### src/rtl/student_rlight_seq_pkg.sv
`default_nettype none
// ============================================================================
// Module   : student_rlight_seq_pkg
// Brief    : Scene entry layout, rlight register offsets and sequencer states.
// Revision : 1.0
// ============================================================================
package student_rlight_seq_pkg;

    typedef struct packed {
        logic [15:0] hold;
        logic [7:0]  delay;
        logic [1:0]  mode;
        logic [7:0]  pattern;
    } entry_t;

    localparam logic [31:0] REGA_OFS = 32'h0000_0000;
    localparam logic [31:0] REGB_OFS = 32'h0000_0004;
    localparam logic [31:0] REGC_OFS = 32'h0000_0008;

    typedef enum logic [2:0] {
        IDLE  = 3'd0,
        REQ_C = 3'd1,
        RSP_C = 3'd2,
        REQ_B = 3'd3,
        RSP_B = 3'd4,
        REQ_A = 3'd5,
        RSP_A = 3'd6,
        HOLD  = 3'd7
    } seq_state_e;

endpackage
`default_nettype wire

### src/rtl/tlul_pkg.sv
`default_nettype none
// ============================================================================
// Module   : tlul_pkg
// Brief    : TL-UL channel A/D types shared by hosts and devices on the crossbar.
// Revision : 1.0
// ============================================================================
package tlul_pkg;

    typedef enum logic [2:0] {
        PutFullData    = 3'h0,
        PutPartialData = 3'h1,
        Get            = 3'h4
    } tl_a_op_e;

    typedef enum logic [2:0] {
        AccessAck     = 3'h0,
        AccessAckData = 3'h1
    } tl_d_op_e;

    typedef struct packed {
        logic        a_valid;
        tl_a_op_e    a_opcode;
        logic [2:0]  a_param;
        logic [1:0]  a_size;
        logic [7:0]  a_source;
        logic [31:0] a_address;
        logic [3:0]  a_mask;
        logic [31:0] a_data;
        logic        d_ready;
    } tl_h2d_t;

    typedef struct packed {
        logic        d_valid;
        tl_d_op_e    d_opcode;
        logic [2:0]  d_param;
        logic [1:0]  d_size;
        logic [7:0]  d_source;
        logic        d_sink;
        logic [31:0] d_data;
        logic        d_error;
        logic        a_ready;
    } tl_d2h_t;

endpackage
`default_nettype wire

### src/rtl/student_tlul_put_host.sv
`default_nettype none
// ============================================================================
// Module   : student_tlul_put_host
// Brief    : Single-outstanding TL-UL PutFullData engine; req_i loads a write.
// Revision : 1.0
// ============================================================================
module student_tlul_put_host #(
    parameter logic [7:0] SourceId = 8'h00
) (
    input  logic               clk_i,
    input  logic               rst_ni,
    input  logic               req_i,
    input  logic [31:0]        addr_i,
    input  logic [31:0]        data_i,
    output logic               sent_o,
    output logic               ack_o,
    output logic               err_o,
    output tlul_pkg::tl_h2d_t  tl_o,
    input  tlul_pkg::tl_d2h_t  tl_i
);
    import tlul_pkg::*;

    logic        a_valid_q, a_valid_d;
    logic        pend_q, pend_d;
    logic [31:0] addr_q, addr_d;
    logic [31:0] data_q, data_d;
    logic        unused_rsp;

    assign sent_o = a_valid_q & tl_i.a_ready;
    assign ack_o  = pend_q & tl_i.d_valid;
    assign err_o  = ack_o & tl_i.d_error;

    // req_i may arrive in the same cycle the previous response retires.
    always_comb begin
        a_valid_d = a_valid_q;
        pend_d    = pend_q;
        addr_d    = addr_q;
        data_d    = data_q;
        if (sent_o) begin
            a_valid_d = 1'b0;
            pend_d    = 1'b1;
        end
        if (ack_o) begin
            pend_d = 1'b0;
        end
        if (req_i) begin
            a_valid_d = 1'b1;
            addr_d    = addr_i;
            data_d    = data_i;
        end
    end

    always_ff @(posedge clk_i or negedge rst_ni) begin
        if (!rst_ni) begin
            a_valid_q <= 1'b0;
            pend_q    <= 1'b0;
            addr_q    <= '0;
            data_q    <= '0;
        end else begin
            a_valid_q <= a_valid_d;
            pend_q    <= pend_d;
            addr_q    <= addr_d;
            data_q    <= data_d;
        end
    end

    always_comb begin
        tl_o           = '0;
        tl_o.a_valid   = a_valid_q;
        tl_o.a_opcode  = PutFullData;
        tl_o.a_param   = 3'h0;
        tl_o.a_size    = 2'd2;
        tl_o.a_source  = SourceId;
        tl_o.a_address = addr_q;
        tl_o.a_mask    = 4'hF;
        tl_o.a_data    = data_q;
        tl_o.d_ready   = 1'b1;
    end

    assign unused_rsp = ^{tl_i.d_opcode, tl_i.d_param, tl_i.d_size,
                          tl_i.d_source, tl_i.d_sink, tl_i.d_data};

endmodule
`default_nettype wire

### src/rtl/student_rlight_seq.sv
`default_nettype none
// ============================================================================
// Module   : student_rlight_seq
// Brief    : Plays a table of light scenes as TL-UL writes to the rlight block.
//            Build macro RLIGHT_SEQ_LOOP_EN: replay the program endlessly.
// Revision : 1.0
// ============================================================================
module student_rlight_seq
    import student_rlight_seq_pkg::*;
#(
    parameter int          NumEntries = 8,
    parameter logic [31:0] RlightBase = 32'h0000_0000,
    parameter logic [7:0]  SourceId   = 8'h00,
    localparam int         IdxW       = $clog2(NumEntries),
    localparam int         LenW       = IdxW + 1
) (
    input  logic              clk_i,
    input  logic              rst_ni,
    output tlul_pkg::tl_h2d_t tl_o,
    input  tlul_pkg::tl_d2h_t tl_i,
    input  logic              prog_we_i,
    input  logic [IdxW-1:0]   prog_addr_i,
    input  logic [33:0]       prog_data_i,
    input  logic [LenW-1:0]   len_i,
    input  logic              start_i,
    input  logic              stop_i,
    output logic              busy_o,
    output logic [IdxW-1:0]   idx_o,
    output logic              done_o,
    output logic              err_o
);

    entry_t            table_q [NumEntries];
    entry_t            table_d [NumEntries];
    entry_t            scene_q, scene_d;
    seq_state_e        state_q, state_d;
    logic [IdxW-1:0]   idx_q, idx_d;
    logic [LenW-1:0]   len_q, len_d;
    logic [15:0]       cnt_q, cnt_d;
    logic              busy_q;
    logic              done_q, done_d;
    logic              err_q, err_d;
    logic              stop_q, stop_d;
    logic              go_scene;
    logic              last_entry;
    logic              stop_now;
    logic              host_req;
    logic [31:0]       host_addr;
    logic [31:0]       host_data;
    logic              host_sent;
    logic              host_ack;
    logic              host_err;

    always_comb begin
        table_d = table_q;
        if (prog_we_i) begin
            table_d[prog_addr_i] = entry_t'(prog_data_i);
        end
    end

    assign last_entry = ({1'b0, idx_q} == (len_q - 1'b1));
    assign stop_now   = stop_q | stop_i;

    always_comb begin
        state_d   = state_q;
        idx_d     = idx_q;
        len_d     = len_q;
        scene_d   = scene_q;
        cnt_d     = cnt_q;
        err_d     = err_q;
        done_d    = 1'b0;
        stop_d    = stop_now;
        go_scene  = 1'b0;
        host_req  = 1'b0;
        host_addr = '0;
        host_data = '0;

        case (state_q)
            IDLE: begin
                if (start_i && (len_i != '0)) begin
                    len_d    = len_i;
                    idx_d    = '0;
                    err_d    = 1'b0;
                    go_scene = 1'b1;
                end
            end
            REQ_C: if (host_sent) state_d = RSP_C;
            REQ_B: if (host_sent) state_d = RSP_B;
            REQ_A: if (host_sent) state_d = RSP_A;
            RSP_C: begin
                if (host_ack) begin
                    if (host_err) begin
                        err_d   = 1'b1;
                        state_d = IDLE;
                    end else if (stop_now) begin
                        state_d = IDLE;
                    end else begin
                        host_req  = 1'b1;
                        host_addr = RlightBase + REGB_OFS;
                        host_data = {30'h0, scene_q.mode};
                        state_d   = REQ_B;
                    end
                end
            end
            RSP_B: begin
                if (host_ack) begin
                    if (host_err) begin
                        err_d   = 1'b1;
                        state_d = IDLE;
                    end else if (stop_now) begin
                        state_d = IDLE;
                    end else begin
                        host_req  = 1'b1;
                        host_addr = RlightBase + REGA_OFS;
                        host_data = {24'h0, scene_q.pattern};
                        state_d   = REQ_A;
                    end
                end
            end
            RSP_A: begin
                if (host_ack) begin
                    if (host_err) begin
                        err_d   = 1'b1;
                        state_d = IDLE;
                    end else if (stop_now) begin
                        state_d = IDLE;
                    end else begin
                        cnt_d   = scene_q.hold;
                        state_d = HOLD;
                    end
                end
            end
            HOLD: begin
                if (stop_now) begin
                    state_d = IDLE;
                end else if (cnt_q == 16'h0) begin
                    if (last_entry) begin
`ifdef RLIGHT_SEQ_LOOP_EN
                        idx_d    = '0;
                        go_scene = 1'b1;
`else
                        state_d  = IDLE;
                        done_d   = 1'b1;
`endif
                    end else begin
                        idx_d    = idx_q + 1'b1;
                        go_scene = 1'b1;
                    end
                end else begin
                    cnt_d = cnt_q - 16'h1;
                end
            end
            default: state_d = IDLE;
        endcase

        // The scene is captured from the table only when REQ_C is entered.
        if (go_scene) begin
            scene_d   = table_q[idx_d];
            host_req  = 1'b1;
            host_addr = RlightBase + REGC_OFS;
            host_data = {24'h0, scene_d.delay};
            state_d   = REQ_C;
        end

        if (state_d == IDLE) begin
            stop_d = 1'b0;
        end
    end

    always_ff @(posedge clk_i or negedge rst_ni) begin
        if (!rst_ni) begin
            for (int i = 0; i < NumEntries; i++) begin
                table_q[i] <= '0;
            end
            scene_q <= '0;
            state_q <= IDLE;
            idx_q   <= '0;
            len_q   <= '0;
            cnt_q   <= '0;
            busy_q  <= 1'b0;
            done_q  <= 1'b0;
            err_q   <= 1'b0;
            stop_q  <= 1'b0;
        end else begin
            table_q <= table_d;
            scene_q <= scene_d;
            state_q <= state_d;
            idx_q   <= idx_d;
            len_q   <= len_d;
            cnt_q   <= cnt_d;
            busy_q  <= (state_d != IDLE);
            done_q  <= done_d;
            err_q   <= err_d;
            stop_q  <= stop_d;
        end
    end

    assign busy_o = busy_q;
    assign idx_o  = idx_q;
    assign done_o = done_q;
    assign err_o  = err_q;

    student_tlul_put_host #(
        .SourceId (SourceId)
    ) u_put_host (
        .clk_i  (clk_i),
        .rst_ni (rst_ni),
        .req_i  (host_req),
        .addr_i (host_addr),
        .data_i (host_data),
        .sent_o (host_sent),
        .ack_o  (host_ack),
        .err_o  (host_err),
        .tl_o   (tl_o),
        .tl_i   (tl_i)
    );

endmodule
`default_nettype wire

### config.mk
export PLATFORM = sky130hd
export DESIGN_NAME = student_rlight_seq
export DESIGN_NICKNAME = d
export VERILOG_FILES = /design/src/rtl/student_rlight_seq_pkg.sv /design/src/rtl/tlul_pkg.sv /design/src/rtl/student_tlul_put_host.sv /design/src/rtl/student_rlight_seq.sv
export SDC_FILE = /design/constraint.sdc
export NUM_CORES = 1
export LEC_CHECK = 0
export ABC_CLOCK_PERIOD_IN_PS = 3300
export CAP_MARGIN = 40
export CELL_PAD_IN_SITES_DETAIL_PLACEMENT = 1
export CELL_PAD_IN_SITES_GLOBAL_PLACEMENT = 1
export CORE_ASPECT_RATIO = 0.6
export CORE_MARGIN = 2
export CORE_UTILIZATION = 46
export DETAILED_ROUTE_END_ITERATION = 8
export PLACE_DENSITY = 0.82
export SKIP_CTS_REPAIR_TIMING = 1
export SYNTH_ARGS = -nofsm -noshare
export SYNTH_HDL_FRONTEND = slang
export SYNTH_SLANG_ARGS = --single-unit
export TNS_END_PERCENT = 10
### constraint.sdc
create_clock -name clk_i -period 3.3 [get_ports clk_i]
set_clock_uncertainty 0.1 [all_clocks]
set_input_delay 0.66 -clock clk_i [delete_from_list [all_inputs] [get_ports clk_i]]
set_output_delay 0.66 -clock clk_i [all_outputs]
set_load 0.01 [all_outputs]
# Yosys cells after proc, flatten, opt, wreduce, memory -nomap -nowiden
# Cells that the tools add are included.
op_classes:
  n_addsub: 3
  order_cmp: 3
  eq_ne: 16
  mux: 70
  bitwise_logic: 6
  reduce_logical: 16
op_table:
  columns: ["cell", "n"]
  rows:
  - ["$bwmux 272", 1]
  - ["$bmux 34 s3", 1]
  - ["$demux 34 s3", 1]
  - ["$mux 34", 3]
  - ["$mux 16", 5]
  - ["$mux 3", 22]
  - ["$mux 32", 2]
  - ["$pmux 16 s2", 1]
  - ["$mux 8", 3]
  - ["$mux 1", 21]
  - ["$pmux 3 s7", 1]
  - ["$logic_not 16->1", 1]
  - ["$pmux 8 s2", 1]
  - ["$sub 16x1->16 const B", 1]
  - ["$eq 3x3->1 const B", 4]
  - ["$mux 2", 5]
  - ["$ne 2x2->1 const B", 5]
  - ["$ge 4x4->1 const B", 2]
  - ["$not 3->4", 2]
  - ["$reduce_bool 2->1", 4]
  - ["$eq 3x2->1 const B", 2]
  - ["$logic_not 3->1", 2]
  - ["$ne 2x1->1 const B", 3]
  - ["$pmux 3 s2", 1]
  - ["other kinds (16)", 20]
totals:
  regBits: 394
  input_bits: 98
  out_inout_bits: 92
  word_cells: 161

# Logic depth before layout (Yosys ltp)
# Gate-level depths: netlist of run 1.
depth:
  depth_word: 11
  mapped_depth: 13
  depth_no_buf: 9

# Hierarchy
# A second synthesis of run 1 with hierarchy kept.
unflattened:
  hier_cells: 1398
  hier_area_um2: 18108.6
by_module_without_submodules:
  columns: ["mod", "instances", "cells_each", "area_per_inst_um2", "seq_area_each_um2"]
  rows:
  - ["student_rlight_seq", 1, 1230, 15265.9, 8207.9]
  - ["student_tlul_put_host", 1, 168, 2842.7, 1651.6]

# Worst setup path after synthesis of run 1
# No wires, ideal clock.
synth_timing:
  path_type: "register -> register"
  startpoint: "reg len_q[0]"
  endpoint: "reg scene_q[18] in the netlist's numbering"
  setup_ns: 0.138
  arrival_ns: 2.596
  required_ns: 3.062
  setup_slack_ns: 0.466
  path_stages_with_launch: 13
  n_path_buf: 3
  synth_period_minus_slack_ns: 2.834
  path_cell_list: "dfrtp_1 -> inv_1 -> ha_1 -> xnor3_1 -> nand3_1 -> o2111a_1 -> buf_4 -> mux2i_4 -> buf_6 -> buf_2 -> mux2_2 -> a22oi_1 -> o211ai_1"
synth_via:
  elab_chain_cells: 10
  word_cells_on_any_way: 14
  classes_between: "add/sub (1); eq/ne (1); mux (11); bitwise (1)"
synth_rtl:
  columns: ["element", "line", "rtl"]
  rows:
  - ["from (decl)", "student_rlight_seq.sv:38", "logic [LenW-1:0] len_q, len_d;"]
  - ["from (signal assigned)", "student_rlight_seq.sv:189", "len_q <= len_d;"]
  - ["$sub 4x1->4 (*)", "student_rlight_seq.sv:61", "assign last_entry = ({1'b0, idx_q} == (len_q - 1'b1));"]
  - ["$eq 3x4->1 (*)", "student_rlight_seq.sv:61", null]
  - ["$mux 3", "student_rlight_seq.sv:137", "if (last_entry) begin"]
  - ["$mux 3", "student_rlight_seq.sv:136", "end else if (cnt_q == 16'h0) begin"]
  - ["$mux 3", "student_rlight_seq.sv:134", "if (stop_now) begin"]
  - ["$pmux 3 s2", "student_rlight_seq.sv:78", "case (state_q)"]
  - ["$not 3->4 (not written as such)", "student_rlight_seq.sv:158", "scene_d = table_q[idx_d];"]
  - ["$bmux 34 s3", "student_rlight_seq.sv:158", null]
  - ["$mux 34 (not written as such) (2 in a row)", "student_rlight_seq.sv:158", null]
  - ["to (signal assigned)", "student_rlight_seq.sv:186", "scene_q <= scene_d;"]
  - ["to (decl)", "student_rlight_seq.sv:35", "entry_t scene_q, scene_d;"]
# Every way passes the cells marked *; elsewhere a longest branch is shown, timed or not. The select of a mux whose other input is x is not followed.
# A chain may end at the register's enable or synchronous reset.

# Final worst setup path of run 1
layout_timing:
  startpoint: "reg len_q[0]"
  endpoint: "reg scene_q[21] in the netlist's numbering"
# Same word-level chain as after synthesis.

==> results of run 1 <==
[metal layers]
metal  track usage (%)  part of all wire [%]
met5                 0                 0.028
met4              5.12                   1.4
met3              4.58                   4.8
met2              39.3                    48
met1              33.0                    46
[state kept, by name, summed over array words and instances, names as in the netlist]
signal,cells
busy_o,1
stop_q,1
len_q,4
err_o,1
table_q,272
u_put_host.pend_q,1
u_put_host.data_q,8
u_put_host.addr_q,2
idx_o,3
scene_q,26
u_put_host.a_valid_q,1
state_q,3
done_o,1
cnt_q,16
[worst max-delay path by stage]
stage                   from                   end  slack (ns)  depth (start not counted)
global placement      stop_i  u_put_host.data_q[5]       -0.06                         10
CTS                 len_q[0]  u_put_host.data_q[3]        0.11                         11
finish              len_q[0]           scene_q[21]        0.15                         11
global route        len_q[0]           scene_q[25]       0.003                         11
detailed placement    stop_i  u_put_host.data_q[3]       -0.12                         10
floorplan           len_q[0]           scene_q[18]        0.47                         12
[Yosys cell counts (3+ instances only)]
cell type	number	area, sq um
buf_6	11	124
a22oi_1	31	233
nor2b_1	9	56.3
a31oi_1	14	87.6
buf_1	5	18.8
inv_1	8	30.0
or2_2	3	18.8
o2bb2ai_1	10	87.6
o211ai_1	26	195
a21oi_1	21	105
xor2_1	3	26.3
ha_1	4	50.1
o22ai_1	3	18.8
nand3_1	6	30.0
mux2_1	34	383
mux2i_1	76	761
buf_4	79	593
nor4_1	5	31.3
buf_2	12	60.1
nand4b_1	3	26.3
nor3b_1	4	30.0
nor2_1	33	124
nand2_1	55	206
nand4_1	3	18.8
dfrtp_1	340	8510
a211oi_2	6	75.1
mux2_2	334	3760
clkbuf_1	43	161
nand2b_1	5	31.3
nor3_1	13	65.1
o21ai_0	31	155
[final cells by class]
cell class	count	area, sq um	share of cell area, %
clock buffer	44	960	5.01
multi-input combinational	847	7300	38.1
sequential	340	8510	44.4
timing repair buffer	140	1510	7.86
tap	467	584	3.05
clock inverter	17	269	1.40
inverter	8	30.0	0.157
[report_power, final]
part           switching [mW]  leakage [nW]  internal (mW)
Combinational            1.64          3.29           1.70
Sequential              0.733          4.12           5.23
Clock                    1.71         0.603           2.61
Total                    4.08          8.01           9.54
[critical path, delay by kind of cell (launching register included)]
kind,cells,cell delay (ns)
flip-flops,1,0.42
buffers and inverters,3,0.53
AO/OA/AOI/OAI,3,0.66
AND/OR/NAND/NOR,1,0.16
XOR/XNOR,1,0.38
adder cells (fa/ha/maj),1,0.15
multiplexers,2,0.59
[cell families (layout without fill, tap and decap cells)]
logic type      count (synthesis)  count (layout)
buf+inv                       158             209
simple gates                  157             157
other cells                     2              75
compound gates                162             162
fa+ha+maj                       4               4
mux                           445             445
flops                         340             340
xor+xnor                        4               4
[metrics by stage]
step / cell area [sq um] / hold slack [ns] / total power, mW / setup slack, ns / instances
after floorplan: 16700 / 0.264 / 8.05 / 0.466 / 1345
after global placement: 17900 / 0.375 / 9.04 / -0.0571 / 1802
after detailed placement: 17900 / 0.381 / 9.31 / -0.116 / 1802
after CTS: 19100 / 0.0588 / 13.7 / 0.112 / 1863
after global routing: 19200 / 0.0771 / 14.4 / 0.00350 / 1863
final: 19200 / 0.0245 / 13.6 / 0.149 / 1863
==> metrics.md, run 1 <==
| Metric | Value |
|---|---|
| Outcome | `completed` |
| First-pass GRT wire length | `68100 microns` |
| Portion of the post-synthesis area used by sequential elements | `51.7%` |
| Category of the worst setup path capture point | `register` |
| Type of the tightest min-delay check | `input pin to asynchronous set/reset pin` |
| Initial DRT Pass Iterations | `4` |
| Placeable Area | `35100 sq um` |
| Max Cap Viol | `0` |
| Insertion delay of the later-clocked pin in the worst-skew pair | `0.53 ns` |
| Mux share of post-synthesis cell area | `29.9%` |
| Worst relative slew slack | `49.7%` |
| Number of distinct standard cells referenced by the synthesized netlist | `61` |
| Global route overflow | `0` |
| Final Core Density | `54.5%` |
| Launch point of the worst reg-to-reg path | `len_q[0]` |
| Number of enable flip-flop cells after synthesis | `0` |
| Layout cells sized above 1 | `35.2%` |
| Reg-to-reg setup timing slack | `0.15 ns` |
| Post-detailed-placement half-perimeter wirelength | `27100 microns` |
| Largest net degree at the start of global routing | `87` |
| Post-detailed-routing wire length | `43200 microns` |
| Post-CTS clock slew at the launch and capture registers of the worst setup and hold paths | `0.06 ns` |
| Signal arrival time at the worst endpoint | `3.45 ns` |
| Vias in the first global route | `11600` |
| Worst Path Class, Setup | `register to register` |
| Simple logic cell fraction of the synthesized area | `4.88%` |
| Cell with the biggest individual delay on the critical path | `dfrtp_1` |
| Total clock buffers created by CTS | `34` |
| Nature of the critical path startpoint | `register` |
| Average size of a mapped cell | `12.9 sq um` |
| DRC violation count after routing | `0` |
| Synthesized area | `16500 sq um` |
| Vias per inst | `5.68` |
| Detailed-route wire length per cell | `23.2 microns` |
| Number of buffers inserted by port buffering | `65` |
| Overall routing resource usage | `23.9%` |
| Number of cells on the worst reg-to-reg path | `11` |
| Initial antenna violation count | `1` |
| Final Max Slew Viols | `0` |
| Fill cell total of the finished layout | `3510` |
| Synthesis-stage register bit count | `340` |
| Post-Route Setup TNS | `0 ns` |
| Commonest cells after routing, fill and taps aside | `dfrtp_1, mux2_2, mux2i_1, conb_1, clkdlybuf4s50_1` |
| Post-Synth XOR/XNOR Area | `0.296%` |
| Total number of placement rows | `53` |
| Gpl congestion | `0.869` |
| Final hold vios | `0` |
| Shortest period the worst path allows | `3.15 ns` |
| Iteration-0 DRC count of the detailed router | `660` |
| Number of synthesis warnings | `0` |
| Io pins | `190` |
| Layout net count | `1473` |
| Slowest cell delay on critical path | `0.42 ns` |
| Reg2reg end | `scene_q[21]` |
| Most common cell type on the critical path | `buf_12` |
| Dominant combinational cell family by area after synthesis | `multiplexers` |
| Required time of the critical path | `3.60 ns` |
| Number of endpoints failing setup at the final stage | `0` |
| Inserted Diodes | `0` |
| Crit path max fanout | `29` |
| Antenna-violating nets left | `0` |
| Commonest non-fill, non-tap cell in the layout | `dfrtp_1` |
| Top flip-flop cell by instance count after synthesis | `dfrtp_1` |
| TritonCTS Sinks | `340` |
| Final cycle utilization of the critical path | `95.5%` |
| Cell Pwr Density | `711 nW/um^2` |
| Y dimension of the die | `151 microns` |
| Synth-to-Final Area Change | `16.3%` |
| Asr flop ratio synth | `100%` |
| Timing-limited maximum frequency | `317 MHz` |
| Worst supply voltage drop on vdd | `0.000419 V` |
| Static leakage power | `8.01 nW` |
| Compound-Gate Fraction of Synth Area | `6.91%` |
| Clock Root Buffer | `clkbuf_16` |
| Setup repair after global routing missed its margin | `no` |
| Actual slew at the worst max-slew pin | `0.754 ns` |
| Initial standard-cell utilization of the core | `46.9%` |
| Cell-by-cell trace of the critical path | `inv_1 -> ha_1 -> xnor3_1 -> nand3_1 -> o2111a_2 -> mux2i_4 -> buf_12 -> buf_12 -> mux2_1 -> a22oi_1 -> o211ai_1` |
| Maximum root-to-sink buffer count | `3` |
| Number of standard cells after synthesis | `1272` |
| Area of the die | `37400 sq um` |
| Clock tree from TritonCTS | `built` |
| Area share of fa/ha/maj cells after synthesis | `0.304%` |
| CTS H-tree lvls | `2` |
| Chip width | `248 microns` |
| Via count | `10600` |
Power figures use the tool's default switching activity.
==> run 2: changes to the inputs <==
--- a/config.mk
+++ b/config.mk
@@ -5,15 +5,15 @@
 export SDC_FILE = /design/constraint.sdc
 export NUM_CORES = 1
 export LEC_CHECK = 0
-export ABC_CLOCK_PERIOD_IN_PS = 3300
+export ABC_CLOCK_PERIOD_IN_PS = 2800
 export CAP_MARGIN = 40
 export CELL_PAD_IN_SITES_DETAIL_PLACEMENT = 1
 export CELL_PAD_IN_SITES_GLOBAL_PLACEMENT = 1
-export CORE_ASPECT_RATIO = 0.6
+export CORE_ASPECT_RATIO = 1.25
 export CORE_MARGIN = 2
-export CORE_UTILIZATION = 46
+export CORE_UTILIZATION = 42
 export DETAILED_ROUTE_END_ITERATION = 8
-export PLACE_DENSITY = 0.82
+export PLACE_DENSITY_LB_ADDON = 0.1
 export SKIP_CTS_REPAIR_TIMING = 1
 export SYNTH_ARGS = -nofsm -noshare
 export SYNTH_HDL_FRONTEND = slang
==> constraint.sdc (replaced) <==
create_clock -name clk_i -period 2.8 [get_ports clk_i]
set_clock_uncertainty 0.1 [all_clocks]
set_input_delay 0.56 -clock clk_i [delete_from_list [all_inputs] [get_ports clk_i]]
set_output_delay 0.56 -clock clk_i [all_outputs]
set_load 0.01 [all_outputs]
==> metrics.md, run 2 (same netlist as run 1, synthesis figures left out) <==
| Metric | Value |
|---|---|
| Outcome | `finished with violations` |
| Violations in the final reports | `setup timing` |
| Signal arrival time at the worst endpoint | `3.15 ns` |
| Comb pwr share | `26.4%` |
| Commonest cells after routing, fill and taps aside | `dfrtp_1, mux2_2, buf_4` |
| TritonCTS Sinks | `340` |
| Min-delay src | `u_put_host.addr_q[3]` |
| Vias in the first global route | `11400` |
| Endpoint, Worst Hold | `u_put_host.addr_q[3]` |
| Clock Root Buffer | `clkbuf_16` |
| Total number of placement rows | `81` |
| Largest net degree at the start of global routing | `73` |
| Launch point of the worst reg-to-reg path | `len_q[0]` |
| Initial DRT Pass Iterations | `4` |
| Overall routing resource usage | `20.8%` |
| Required time of the critical path | `3.10 ns` |
| Commonest non-fill, non-tap cell in the layout | `dfrtp_1` |
| Final Max Slew Viols | `0` |
| Shortest period the worst path allows | `2.85 ns` |
| Fill cell total of the finished layout | `3968` |
| Regs by FF count | `table_q x272, scene_q x26, cnt_q x16` |
| Reg-to-reg setup timing slack | `-0.05 ns` |
| Placeable Area | `38900 sq um` |
| Switching power share of the total | `29.5%` |
| Internal cell power | `11.4 mW` |
| Initial antenna violation count | `2` |
| Design Area, Final | `20000 sq um` |
| Number of cells on the worst reg-to-reg path | `11` |
| Cells after DPL | `1856` |
| Y dimension of the die | `225 microns` |
| Chip width | `181 microns` |
| Worst supply voltage drop on vdd | `0.000409 V` |
| Setup repair after global routing missed its margin | `yes` |
| Worst-case setup margin in the final layout | `-0.0490 ns` |
| Post-CTS clock slew at the launch and capture registers of the worst setup and hold paths | `0.06 ns` |
| Static leakage power | `8.38 nW` |
| Worst Path Class, Setup | `register to register` |
| Vias per inst | `5.40` |
| Cell Pwr Density | `812 nW/um^2` |
| Number of endpoints failing setup at the final stage | `16` |
| Final cycle utilization of the critical path | `102%` |
| First-pass GRT wire length | `66000 microns` |
| Hold path cells | `2` |
| Gpl congestion | `0.758` |
| Layout cells sized above 1 | `39.7%` |
| Reg area | `8510 sq um` |
| Nature of the critical path startpoint | `register` |
| Top register by number of flip-flops | `table_q` |
| Via count | `10500` |
| Insertion delay of the later-clocked pin in the worst-skew pair | `0.53 ns` |
| Initial standard-cell utilization of the core | `42.3%` |
| Number of standard cells in the layout, taps in and fillers out | `1943` |
| Max FFs per register | `272` |
| Maximum root-to-sink buffer count | `3` |
| Post-place instance area | `18100 sq um` |
| Total clock buffers created by CTS | `38` |
| Share of total power in the clock network | `30.4%` |
| Global route overflow | `0` |
| Timing-limited maximum frequency | `351 MHz` |
| Max Cap Viol | `0` |
| Iteration-0 DRC count of the detailed router | `323` |
| Area of the multi-input gates | `7520 sq um` |
| Io pins | `190` |
| Area of the die | `40800 sq um` |
| Type of the tightest min-delay check | `register to register` |
| Layout net count | `1523` |
| Antenna-violating nets left | `0` |
| Final hold vios | `0` |
| DP Worst Slack | `-0.457 ns` |
| Clock tree from TritonCTS | `built` |
| Post-detailed-routing wire length | `43200 microns` |
| Category of the worst setup path capture point | `register` |
| Post-detailed-placement half-perimeter wirelength | `25900 microns` |
| Sequential Power Share | `43.2%` |
| Synth-to-Final Area Change | `21.4%` |
| Net load switching power | `4.80 mW` |
| Crit path max fanout | `8` |
| DRC violation count after routing | `0` |
| Number of buffers inserted by port buffering | `65` |
| Reg2reg end | `scene_q[19]` |
| Detailed-route wire length per cell | `22.3 microns` |
| Post-layout total power | `16.2 mW` |
| CTS H-tree lvls | `2` |
| Post-Route Setup TNS | `-0.217 ns` |
[run 2: changes by cell type in the layout (fill, tap and decap cells not counted), moves of 4 or more]
cell       previous run  this run
a22oi_1              31        15
a22oi_2               0        16
buf_4                52        79
buf_6                 0         5
bufinv_16             7         1
clkbuf_1              4         9
clkbuf_16            35        50
clkbuf_8              5         9
clkinv_2              7         3
mux2_1               34        25
mux2_4                0        10
[run 2: critical path: stages (launching register included)]
cell	delay, ns
dfrtp_1	0.40
buf_4	0.16
nor3_4	0.22
xor2_2	0.20
o2111a_2	0.28
mux2i_4	0.25
buf_12	0.15
clkbuf_16	0.17
buf_12	0.14
mux2_1	0.34
a22oi_2	0.20
o211ai_1	0.11
[run 2: worst max-delay path by stage]
stage                         from          end  slack (ns)  cells past startpoint
after CTS                 len_q[0]   scene_q[5]       -0.26                     11
final                     len_q[0]  scene_q[19]       -0.05                     11
after floorplan           len_q[0]  scene_q[25]       -0.02                     12
after global placement      stop_i   scene_q[5]       -0.46                     11
after detailed placement    stop_i  scene_q[22]       -0.46                     11
after global routing      len_q[0]   scene_q[8]       -0.14                     11
[run 2: area by class of cell]
cell class | count | share of cell area [%]
Sequential cell | 340 | 42.6
Inverter | 8 | 0.150
Antenna cell | 1 | 0.0125
Tap cell | 498 | 3.12
Timing Repair Buffer | 186 | 10.4
Clock inverter | 4 | 0.225
Clock buffer | 59 | 5.92
Multi-Input combinational cell | 847 | 37.6
[run 2: power groups by stage]
stage               sequential, mW  combinational, mW  clock (mW)
global placement              7.01               3.94           0
global route                  7.18               4.74        5.28
CTS                           6.99               4.08        5.11
finish                        7.02               4.28        4.94
detailed placement            7.08               4.05           0
floorplan                     6.78               2.70           0
[run 2: metal layers]
metal  vias to the layer above  part of all wire [%]  global-route usage, %
met2                       160                    53                   38.7
met5                         -                 0.037                      0
met3                        51                   2.6                   2.89
li1                       4788                     -                      -
met1                      5485                    42                   25.4
met4                         2                   2.0                   4.85
[run 2: per-stage QoR]
step / util (%) / hold slack [ns]
after global routing: 51.4 / 0.407
after global placement: 46.6 / 0.375
final: 51.4 / 0.377
after floorplan: - / 0.164
after detailed placement: 46.6 / 0.364
after CTS: 49.7 / -0.178
==> run 3: changes to the inputs <==
--- a/config.mk
+++ b/config.mk
@@ -6,11 +6,9 @@
 export NUM_CORES = 1
 export LEC_CHECK = 0
 export ABC_CLOCK_PERIOD_IN_PS = 2800
-export CAP_MARGIN = 40
 export CELL_PAD_IN_SITES_DETAIL_PLACEMENT = 1
 export CELL_PAD_IN_SITES_GLOBAL_PLACEMENT = 1
 export CORE_ASPECT_RATIO = 1.25
-export CORE_MARGIN = 2
 export CORE_UTILIZATION = 42
 export DETAILED_ROUTE_END_ITERATION = 8
 export PLACE_DENSITY_LB_ADDON = 0.1
==> metrics.md, run 3 (same netlist as run 1, synthesis figures left out) <==
| Metric | Value |
|---|---|
| Outcome | `finished with violations` |
| Violations in the final reports | `DRC, setup timing` |
| Max Cap Viol | `0` |
| Overall routing resource usage | `22.1%` |
| Worst relative slew slack | `56.9%` |
| Reg2reg end | `u_put_host.data_q[7]` |
| Clock Root Buffer | `clkbuf_16` |
| Commonest non-fill, non-tap cell in the layout | `dfrtp_1` |
| Sequential Power Share | `43.0%` |
| Cell-by-cell trace of the critical path | `buf_4 -> nor3_4 -> xor2_2 -> o2111a_2 -> mux2i_4 -> buf_8 -> buf_12 -> mux2_1 -> o2bb2ai_1 -> a211oi_2` |
| Initial standard-cell utilization of the core | `42.9%` |
| Critical path buffer and inverter count | `3` |
| Required time of the critical path | `3.12 ns` |
| Cell with the biggest individual delay on the critical path | `dfrtp_1` |
| Post-detailed-placement half-perimeter wirelength | `26700 microns` |
| Final Max Slew Viols | `0` |
| Commonest cells after routing, fill and taps aside | `dfrtp_1, mux2_2, buf_4` |
| Worst Path Class, Setup | `register to register` |
| Y dimension of the die | `223 microns` |
| Signal arrival time at the worst endpoint | `3.16 ns` |
| Initial antenna violation count | `1` |
| Slowest cell delay on critical path | `0.39 ns` |
| Vias per inst | `5.42` |
| Cell count along the critical path | `10` |
| Maximum root-to-sink buffer count | `3` |
| Number of cells on the worst reg-to-reg path | `10` |
| DRC violation count after routing | `30` |
| Antenna-violating nets left | `0` |
| Global route overflow | `0` |
| Share of total power in the clock network | `30.6%` |
| Timing-limited maximum frequency | `352 MHz` |
| Number of endpoints failing setup at the final stage | `17` |
| Actual slew at the worst max-slew pin | `0.647 ns` |
| Insertion delay of the later-clocked pin in the worst-skew pair | `0.54 ns` |
| Shortest period the worst path allows | `2.84 ns` |
| Launch point of the worst reg-to-reg path | `len_q[0]` |
| Clock tree from TritonCTS | `built` |
| Reg-to-reg setup timing slack | `-0.04 ns` |
| Regs by FF count | `table_q x272, scene_q x26, cnt_q x16` |
| Initial DRT Pass Iterations | `7` |
| Iteration-0 DRC count of the detailed router | `491` |
| Post-detailed-routing wire length | `43000 microns` |
| Design Area, Final | `19700 sq um` |
| Crit path max fanout | `26` |
| Total number of placement rows | `80` |
| Largest net degree at the start of global routing | `68` |
| Detailed-route wire length per cell | `22.1 microns` |
| Inserted Diodes | `0` |
| Post-layout total power | `16.2 mW` |
| Type of the tightest min-delay check | `register to register` |
| Fill cell total of the finished layout | `3938` |
| First-pass GRT wire length | `66900 microns` |
| Cell Pwr Density | `822 nW/um^2` |
| Nature of the critical path startpoint | `register` |
| Switching power share of the total | `29.8%` |
| Gpl congestion | `0.787` |
| Placeable Area | `38400 sq um` |
| Via count | `10500` |
| Setup repair after global routing missed its margin | `yes` |
| Area of the die | `40000 sq um` |
| Internal cell power | `11.4 mW` |
| Comb pwr share | `26.4%` |
| Max FFs per register | `272` |
| Total clock buffers created by CTS | `38` |
| Layout cells sized above 1 | `38.0%` |
| Top register by number of flip-flops | `table_q` |
| Vias in the first global route | `11200` |
| Post-place instance area | `18200 sq um` |
| TritonCTS Sinks | `340` |
| Static leakage power | `8.30 nW` |
| Net load switching power | `4.83 mW` |
| Final hold vios | `0` |
| Chip width | `179 microns` |
| Final cycle utilization of the critical path | `101%` |
| Number of buffers inserted by port buffering | `65` |
| Io pins | `190` |
| Min-delay src | `u_put_host.addr_q[3]` |
| CTS H-tree lvls | `2` |
| Hold path cells | `2` |
| Endpoint, Worst Hold | `u_put_host.addr_q[3]` |
| Synth-to-Final Area Change | `19.8%` |
| Layout net count | `1525` |
| Worst supply voltage drop on vdd | `0.000492 V` |
| Post-CTS clock slew at the launch and capture registers of the worst setup and hold paths | `0.06 ns` |
| Top Family by Delay on Critical Path | `multiplexers` |
| Worst-case setup margin in the final layout | `-0.0389 ns` |
| Category of the worst setup path capture point | `register` |
run 3: cell types whose count changed in the layout (fill, tap and decap cells not counted), moves of 4 or more:
cell / change
buf_4: +8
mux2_4: -10
clkbuf_1: +4
a22oi_2: -10
clkbuf_16: -6
a22oi_1: +10
mux2_1: +9
run 3: final cells by class:
class	count	area (sq um)	share of cell area, %
sequential	340	8510	43.1
tap	492	616	3.12
clock inverter	5	56.3	0.285
inverter	8	30.0	0.152
multi-input combinational	847	7380	37.4
timing repair buffer	188	1970	9.97
clock buffer	61	1170	5.94
run 3: worst max path at each step:
stage              from              endpoint  slack, ns
2_1_floorplan  len_q[0]           scene_q[25]      -0.02
3_3_place_gp     stop_i            scene_q[4]      -0.44
3_5_place_dp     stop_i           scene_q[28]      -0.47
4_1_cts        len_q[0]           scene_q[28]      -0.31
5_1_grt        len_q[0]            scene_q[4]      -0.20
6_report       len_q[0]  u_put_host.data_q[7]      -0.04
run 3: stage by stage:
stage | std cells | utilization (%) | hold slack, ns | setup TNS [ns] | setup slack, ns
floorplan | 1345 | - | 0.164 | -0.171 | -0.0190
global placement | 1859 | 47.3 | 0.377 | -13.57 | -0.437
detailed placement | 1859 | 47.3 | 0.381 | -13.60 | -0.473
CTS | 1925 | 50.5 | -0.0932 | -7.76 | -0.305
global route | 1941 | 51.3 | 0.409 | -4.71 | -0.199
finish | 1941 | 51.3 | 0.395 | -0.258 | -0.0389
run 3: worst min-delay path, cell delays in order, from the launching register on:
cell and delay, ns:
dfrtp_1 0.36, nand2_1 0.06, nand2_1 0.05
run 3: power by group through the flow:
stage / registers [mW] / clock network [mW] / logic [mW]
2_1_floorplan: 6.78 / 0 / 2.70
3_3_place_gp: 6.97 / 0 / 4.08
3_5_place_dp: 7.05 / 0 / 4.20
4_1_cts: 6.97 / 5.11 / 4.24
5_1_grt: 7.13 / 5.29 / 4.72
6_report: 6.97 / 4.97 / 4.27
run 3: per-layer routing:
layer | vias to the layer above | track usage (%) | wire [microns]
met5 | - | 0 | 11
met4 | 2 | 6.99 | 1150
met3 | 73 | 2.91 | 1290
met2 | 173 | 37.9 | 22300
met1 | 5511 | 28.5 | 18300
li1 | 4766 | - | -
